===== src/rtl/decoder_3x8_buffered.sv =====
// Buffered 3:8 decoder: valid/ready code input, one-hot output through a 2-entry skid FIFO.
// Optional DEC_STATS_EN adds a saturating count of in_vld=0 transfers on stat_zero.
//
// state    | meaning
// ST_EMPTY | no entries held, out_valid=0, out_onehot=0
// ST_ONE   | head entry valid, tail free
// ST_FULL  | head and tail valid, in_ready=0
module decoder_3x8_buffered #(
    parameter int CODE_W = 3
) (
    input  logic                   clk,
    input  logic                   rst_n,
    input  logic                   in_valid,
    input  logic [CODE_W-1:0]      in_code,
    input  logic                   in_vld,
    output logic                   in_ready,
    output logic                   out_valid,
    output logic [2**CODE_W-1:0]   out_onehot,
    input  logic                   out_ready
`ifdef DEC_STATS_EN
    ,
    output logic [7:0]             stat_zero
`endif
);

    localparam int OUT_W = 2**CODE_W;

    localparam logic [1:0] ST_EMPTY = 2'd0;
    localparam logic [1:0] ST_ONE   = 2'd1;
    localparam logic [1:0] ST_FULL  = 2'd2;

    logic [1:0]       state_q, state_d;
    logic [OUT_W-1:0] head_q, head_d;
    logic [OUT_W-1:0] tail_q, tail_d;
    logic [OUT_W-1:0] dec_code;
    logic             push;
    logic             pop;

    // Handshake flags come from registered state only, so out_ready never reaches in_ready.
    assign in_ready   = (state_q != ST_FULL);
    assign out_valid  = (state_q != ST_EMPTY);
    assign out_onehot = out_valid ? head_q : '0;

    assign push = in_valid & in_ready;
    assign pop  = out_valid & out_ready;

    always_comb begin
        dec_code = '0;
        if (in_vld) begin
            dec_code[in_code] = 1'b1;
        end
    end

    always_comb begin
        state_d = state_q;
        head_d  = head_q;
        tail_d  = tail_q;
        case (state_q)
            ST_EMPTY: begin
                if (push) begin
                    head_d  = dec_code;
                    state_d = ST_ONE;
                end
            end
            ST_ONE: begin
                if (push && !pop) begin
                    tail_d  = dec_code;
                    state_d = ST_FULL;
                end else if (pop && !push) begin
                    head_d  = '0;
                    state_d = ST_EMPTY;
                end else if (push && pop) begin
                    head_d  = dec_code;
                end
            end
            ST_FULL: begin
                if (pop) begin
                    head_d  = tail_q;
                    tail_d  = '0;
                    state_d = ST_ONE;
                end
            end
            default: begin
                head_d  = '0;
                tail_d  = '0;
                state_d = ST_EMPTY;
            end
        endcase
    end

    always_ff @(posedge clk or negedge rst_n) begin
        if (!rst_n) begin
            state_q <= ST_EMPTY;
            head_q  <= '0;
            tail_q  <= '0;
        end else begin
            state_q <= state_d;
            head_q  <= head_d;
            tail_q  <= tail_d;
        end
    end

`ifdef DEC_STATS_EN
    logic [7:0] stat_zero_q, stat_zero_d;

    always_comb begin
        stat_zero_d = stat_zero_q;
        if (push && !in_vld && (stat_zero_q != 8'hFF)) begin
            stat_zero_d = stat_zero_q + 8'd1;
        end
    end

    always_ff @(posedge clk or negedge rst_n) begin
        if (!rst_n) begin
            stat_zero_q <= 8'd0;
        end else begin
            stat_zero_q <= stat_zero_d;
        end
    end

    assign stat_zero = stat_zero_q;
`endif

endmodule


===== config.mk =====
export PLATFORM = sky130hd
export DESIGN_NAME = decoder_3x8_buffered
export DESIGN_NICKNAME = d
export VERILOG_FILES = /design/src/rtl/decoder_3x8_buffered.sv
export SDC_FILE = /design/constraint.sdc
export NUM_CORES = 1
export LEC_CHECK = 0
export BUFFER_PORTS_ARGS = -buffer_cell sky130_fd_sc_hd__buf_2
export CAP_MARGIN = 20
export CORE_AREA = 2 2 47 49
export CTS_CLUSTER_DIAMETER = 200
export CTS_CLUSTER_SIZE = 40
export DETAILED_ROUTE_END_ITERATION = 16
export DIE_AREA = 0 0 49 51
export PLACE_DENSITY = 0.87
export SLEW_MARGIN = 0
export SYNTH_ARGS = -nofsm -noshare
export SYNTH_HDL_FRONTEND = slang
export SYNTH_SLANG_ARGS = --single-unit
export TNS_END_PERCENT = 100

===== constraint.sdc =====
create_clock -name clk -period 4.8 [get_ports clk]
set_clock_uncertainty 0.05 [all_clocks]
set_input_delay 0.48 -clock clk [delete_from_list [all_inputs] [get_ports clk]]
set_output_delay 0.48 -clock clk [all_outputs]
set_load 0.01 [all_outputs]

==> results of run 1 <==
[area by class of cell]
cell class / instances / area share
multi-input cells: 76 / 0.459
repair buffers: 17 / 0.0697
inverters: 14 / 0.0431
clock buffers: 4 / 0.0297
well taps: 28 / 0.0287
flip-flops and latches: 18 / 0.369
[critical path, cell delays in order, from the launching register on]
cell and delay, ns:
dfrtp_1 0.65, nor2_2 0.19, nor2b_1 0.26, inv_1 0.08, ha_1 0.25, o21bai_1 0.24, o22a_4 0.28, o22ai_2 0.16
[cell families after synthesis]
| group | share of synthesized area |
|---|---|
| mux | 0.0125 |
| compound gates | 0.233 |
| simple gates | 0.228 |
| flops | 0.408 |
| fa+ha+maj | 0.0340 |
| buf+inv | 0.0849 |
[path summary, 6_finish.rpt]
| check | depth (start not counted) | startpoint | to | slack, ns |
|---|---|---|---|---|
| worst max register to register | 7 | state_q[0] | head_q[7] | 2.57 |
| worst min-delay path | 1 | rst_n | head_q[0] | 0.04 |
| max in group asynchronous | 1 | rst_n | tail_q[4] | 4.39 |
| min in group clk | 2 | out_ready | state_q[1] | 0.39 |
| worst min register to register | 1 | tail_q[5] | tail_q[5] | 0.45 |
| worst max-delay path | 7 | state_q[0] | head_q[7] | 2.57 |
[metal layers]
layer,up-vias,track usage,part of all wire
met5,-,0,0
li1,437,-,-
met3,2,0.0351,0.045
met4,0,0.0714,0.0052
met1,433,0.267,0.46
met2,32,0.329,0.49
[layout by cell type (no fill, tap or decap), drive strengths merged]
master	synthesis	final
a21o	1	1
dfrtp	18	18
clkbuf	1	4
o22a	1	1
and2b	1	1
o21ai	2	2
a32o	4	4
buf	6	17
a31oi	8	8
nand4	1	1
and3b	11	11
nor3b	3	3
o21bai	1	1
and2	1	1
nand2b	1	1
o2bb2ai	4	4
nor2b	2	2
nor2	9	9
nand2	9	9
mux2i	1	1
ha	3	3
and3	1	1
nor3	2	2
a22oi	1	1
inv	14	14
o32ai	1	1
o22ai	8	8
[metrics by stage]
step | power (W) | worst slack, ns | hold WS (ns) | cell area (um2) | util
after floorplan | 0.000409 | 2.88 | 0.134 | 1100 | -
after global placement | 0.000445 | 2.73 | 0.365 | 1180 | 0.574
after detailed placement | 0.000458 | 2.59 | 0.376 | 1180 | 0.574
after CTS | 0.000552 | 2.58 | 0.0501 | 1220 | 0.591
after global routing | 0.000590 | 2.39 | 0.0561 | 1220 | 0.591
final | 0.000551 | 2.57 | 0.0360 | 1220 | 0.591
[report_power, final]
group / leakage [nW] / switching, W / internal (W)
logic: 0.335 / 0.000138 / 0.0000947
clock network: 0.0210 / 0.0000492 / 0.0000462
registers: 0.247 / 0.0000412 / 0.000182
[registers in the layout, summed over array words and instances, names as in the netlist]
signal	cells
tail_q	8
state_q	2
head_q	8
==> out/qor.csv, run 1 <==
stage,metric,value,unit
outcome,run status,completed,
power_and_ir_drop,pwr dens,452,nW/um2
power_and_ir_drop,worst vdd ir,358,uV
floorplanning,starting density of the core,0.535,
sta,Final Hold Viols,0,
synthesis,Post-synth ARST share,1.00,
setup_path,CP endpoint kind,flip-flop,
synthesis,most instantiated library cell after synthesis,dfrtp_1,
clock_network,clk buf depth,2,
synthesis,cells taking the most area after synthesis,"dfrtp_1 41%, and3b_1 8.7%, inv_1 4.8%, a31oi_1 4.5%, o22ai_1 4.0%",
clock_network,clock latency on the worst-skew pair,0.29,ns
job,maxcap violations,0,
setup_path,Worst Path Arrival,2.40,ns
sta,total negative setup slack,0,ns
global_route,Tot GR Track Use,0.200,
final_layout,layout cells sized above 1,0.225,
worst_hold_path,Hold WC Path Type,in -> async,
final_layout,Multi-input gate area,561,um2
setup_path,CP Class,reg -> reg,
sta,final worst path period need,2.23,ns
sta,RSZ-0062 raised after global routing,no,
final_layout,Final #Nets,141,
drt,Pre-antenna DRT Iters,4,
sta,fin crit share,0.465,
final_layout,"Cell Count, Final, Fillers Out",157,
floorplanning,Core Area,2060,um2
clock_network,Root Driver,clkbuf_4,
synthesis,post-synth top area cell,dfrtp_1,
sta,fin. max-slew vios,0,
clock_network,H-tree Lvls,1,
setup_path,Crit path required time,4.97,ns
floorplanning,die height,51,um
synthesis,share of the synthesized area in the top cell type,0.408,
synthesis,Synth Flop Type,dfrtp_1,
floorplanning,Die W,49,um
clock_network,hold-fix buffers at CTS,0,
sta,# setup viols final,0,
place,HPWL Detailed,1690,um
global_route,largest net degree at the start of global routing,19,
place,gpl congestion,0.795,
synthesis,Yosys reg bits,18,
synthesis,most instantiated cells after synthesis,"18 x dfrtp_1, 14 x inv_1, 11 x and3b_1",
clock_network,CTS Buf Count,3,
sta,measured slew at the worst slew-check pin,0.477,ns
final_layout,diode count,0,
setup_path,Worst Setup Start Kind,flip-flop,
clock_network,postcts setup bufs,0,
final_layout,Storage cell area,450,um2
power_and_ir_drop,Leak Pwr,0.602,nW
synthesis,Syn Std Cell Area,1100,um2
final_layout,synth-to-layout area growth,10.4,%
drt,ANT nets after route,0,
synthesis,sequential fraction of the synthesis area,0.408,
drt,drt total wl,2310,um
drt,Via density,5.76,
synthesis,average cell area after synthesis,9.61,um2
clock_network,post-cts sizing count,0,
place,Buffers on Ports,17,
global_route,initial antenna violation count,0,
setup_path,CP max FO,16,
drt,via count,904,
floorplanning,IO Pins,18,
sta,Rel. slew slack,0.682,
drt,DRT iter0 DRCs,15,
synthesis,Post-Syn Instances,115,
global_route,vias in the first global route,780,
clock_network,TritonCTS clock tree,yes,
drt,drt wl/cell,14.7,um
synthesis,Syn Nets,126,
global_route,first-pass GRT wire length,3760,um
synthesis,Yosys warnings,0,
floorplanning,Site Rows,17,
drt,Remaining DRCs,0,
sta,fmax,448,MHz
synthesis,"EDFF count, synth",0,
place,Placed Instances,153,
clock_network,clock-pin transition on the worst setup and hold timing paths,0.11,ns
clock_network,CTS sink count,18,
global_route,total grt overflow,0,
floorplanning,Die Area,2500,um2
final_layout,number of fillers in the final layout,183,
synthesis,Cell variety after synth,35,
Note: power is estimated with default switching activity, not from simulation.
==> run 2: changes to the inputs <==
--- a/config.mk
+++ b/config.mk
@@ -7,12 +7,12 @@
 export LEC_CHECK = 0
 export BUFFER_PORTS_ARGS = -buffer_cell sky130_fd_sc_hd__buf_2
 export CAP_MARGIN = 20
-export CORE_AREA = 2 2 47 49
+export CORE_AREA = 2 2 51 53
 export CTS_CLUSTER_DIAMETER = 200
 export CTS_CLUSTER_SIZE = 40
 export DETAILED_ROUTE_END_ITERATION = 16
-export DIE_AREA = 0 0 49 51
-export PLACE_DENSITY = 0.87
+export DIE_AREA = 0 0 53 55
+export PLACE_DENSITY = 0.79
 export SLEW_MARGIN = 0
 export SYNTH_ARGS = -nofsm -noshare
 export SYNTH_HDL_FRONTEND = slang
==> constraint.sdc (replaced) <==
create_clock -name clk -period 1.85 [get_ports clk]
set_clock_uncertainty 0.05 [all_clocks]
set_input_delay 0.185 -clock clk [delete_from_list [all_inputs] [get_ports clk]]
set_output_delay 0.185 -clock clk [all_outputs]
set_load 0.01 [all_outputs]
==> out/qor.csv, run 2 (synthesis gave the netlist of run 1 again) <==
stage,metric,value,unit,change
outcome,run status,completed,,
sta,total negative setup slack,0,ns,unchanged
drt,drt wl/cell,14.1,um,-4.1%
sta,RSZ-0062 raised after global routing,no,,
floorplanning,Die W,53,um,+8.2%
setup_path,CP Class,reg -> reg,,
place,gpl congestion,0.775,,-2.5%
setup_path,Worst Setup EP,head_q[1],,
global_route,first-pass GRT wire length,3680,um,-2.0%
global_route,Tot GR Track Use,0.176,,-0.0239
sta,final worst path period need,1.77,ns,-0.462 ns
worst_hold_path,Hold WC Path Type,in -> reg,,
setup_path,Worst path depth,7,,unchanged
clock_network,CTS sink count,18,,unchanged
setup_path,r2r startpoint,state_q[0],,
place,HPWL Detailed,1740,um,+2.8%
place,Buffers on Ports,17,,unchanged
final_layout,most frequent cells in the layout,"18 x dfrtp_1, 17 x buf_2, 13 x inv_1",,
final_layout,Final #Nets,147,,+4.3%
clock_network,TritonCTS clock tree,yes,,
setup_path,Critical path origin,state_q[0],,
place,Placed Instances,159,,+3.9%
final_layout,"Cell Count, Final, Fillers Out",165,,+5.1%
drt,Pre-antenna DRT Iters,4,,unchanged
final_layout,"most common cell after layout, fill and taps aside",dfrtp_1,,
sta,fin crit share,0.956,,+0.492
power_and_ir_drop,pwr dens,1190,nW/um2,+160%
drt,ANT nets after route,0,,unchanged
global_route,initial antenna violation count,0,,unchanged
drt,Via density,5.66,,-1.7%
global_route,vias in the first global route,823,,+5.5%
setup_path,Worst R2R End,head_q[1],,
floorplanning,IO Pins,18,,unchanged
clock_network,Root Driver,clkbuf_4,,
drt,uppermost routed layer,met4,,
drt,DRT iter0 DRCs,11,,-4
setup_path,Critical Path Max Stage Delay,0.43,ns,-0.22 ns
place,Setup WS pre-CTS,0.0405,ns,-2.55 ns
clock_network,clock latency on the worst-skew pair,0.30,ns,about the same
sta,Rel. slew slack,0.675,,-0.00728
sta,# setup viols final,0,,unchanged
setup_path,CP max FO,8,,-8
drt,drt total wl,2330,um,+0.74%
setup_path,r2r setup slk,0.08,ns,-2.49 ns
setup_path,dominant delay contributor by cell family on the critical path,compound AO/OA/AOI/OAI gates,,
global_route,total grt overflow,0,,unchanged
sta,setup ws final,0.0806,ns,-2.49 ns
setup_path,worst reg2reg path depth,7,,unchanged
job,maxcap violations,0,,unchanged
setup_path,Worst Setup Start Kind,flip-flop,,
floorplanning,die height,55,um,+7.8%
floorplanning,Site Rows,18,,+1
power_and_ir_drop,worst vdd ir,756,uV,+110%
final_layout,diode count,0,,unchanged
sta,hold slack,0.0742,ns,+0.0382 ns
clock_network,CTS Buf Count,3,,unchanged
clock_network,H-tree Lvls,1,,unchanged
sta,measured slew at the worst slew-check pin,0.486,ns,+0.00992 ns
setup_path,CP endpoint kind,flip-flop,,
clock_network,clk buf depth,2,,unchanged
drt,met3 wire length,116,um,+12%
drt,via count,934,,+3.3%
final_layout,fin area,1310,um2,+7.0%
sta,fin. max-slew vios,0,,unchanged
global_route,largest net degree at the start of global routing,19,,unchanged
setup_path,CP max stage cell,dfrtp_1,,
final_layout,largest registers,"head_q x8, tail_q x8, state_q x2",,
floorplanning,Core Area,2360,um2,+15%
floorplanning,starting density of the core,0.467,,-0.0683
setup_path,Crit path required time,1.99,ns,-2.98 ns
sta,Final Hold Viols,0,,unchanged
clock_network,clock-pin transition on the worst setup and hold timing paths,0.10,ns,about the same
place,DP Area,1220,um2,+3.3%
setup_path,Worst Path Arrival,1.91,ns,-0.49 ns
power_and_ir_drop,Leak Pwr,0.634,nW,+5.2%
final_layout,layout cells sized above 1,0.304,,+0.0789
drt,wire length on met2,1110,um,-2.5%
sta,fmax,565,MHz,+26%
setup_path,CP bufs+invs,1,,unchanged
drt,Remaining DRCs,0,,unchanged
floorplanning,Die Area,2920,um2,+17%
drt,met1 WL,1080,um,+2.4%
final_layout,synth-to-layout area growth,18.1,%,
setup_path,worst path cell trace,"inv_2, nand2_2, and2_1, ha_1, o21bai_4, a22oi_4, o22ai_1",,
## run 2: area by class of cell
cell class / count / area, um2
fill: 227 / 1060
inverter: 14 / 52.6
sequential: 18 / 450
clock buffer: 4 / 36.3
tap: 30 / 37.5
multi-input combinational: 76 / 596
timing repair buffer: 23 / 133
## run 2: metal layers
metal	global-route usage	up-vias
li1	-	456
met4	0.0385	0
met5	0	-
met3	0.0565	4
met2	0.304	20
met1	0.215	454
## run 2: repair_timing
action                                 in CTS  in global routing
buffers inserted                            0                  1
hold buffers                                1                  0
endpoints found under the hold margin      18                  0
gates resized for setup                     0                  6
setup endpoints to repair                   0                 14
## run 2: worst min path at each step
stage                   start          to  slack [ns]  depth (start not counted)
floorplan               rst_n   head_q[0]       -0.16                          0
global route        out_ready  state_q[1]        0.09                          2
finish              out_ready  state_q[1]        0.07                          2
global placement        rst_n   head_q[5]        0.08                          1
CTS                 out_ready  state_q[1]        0.07                          2
detailed placement      rst_n   head_q[0]        0.09                          1
## run 2: metrics by stage
stage / utilization / power, W
floorplan: - / 0.00108
global placement: 0.517 / 0.00122
detailed placement: 0.517 / 0.00126
CTS: 0.537 / 0.00150
global route: 0.552 / 0.00166
finish: 0.552 / 0.00156
## run 2: power by group
group | leakage [nW] | internal, W | total [W] | switching (W)
combinational | 0.367 | 0.000328 | 0.000788 | 0.000461
sequential | 0.247 | 0.000473 | 0.000523 | 0.0000500
clock | 0.0210 | 0.000120 | 0.000245 | 0.000124
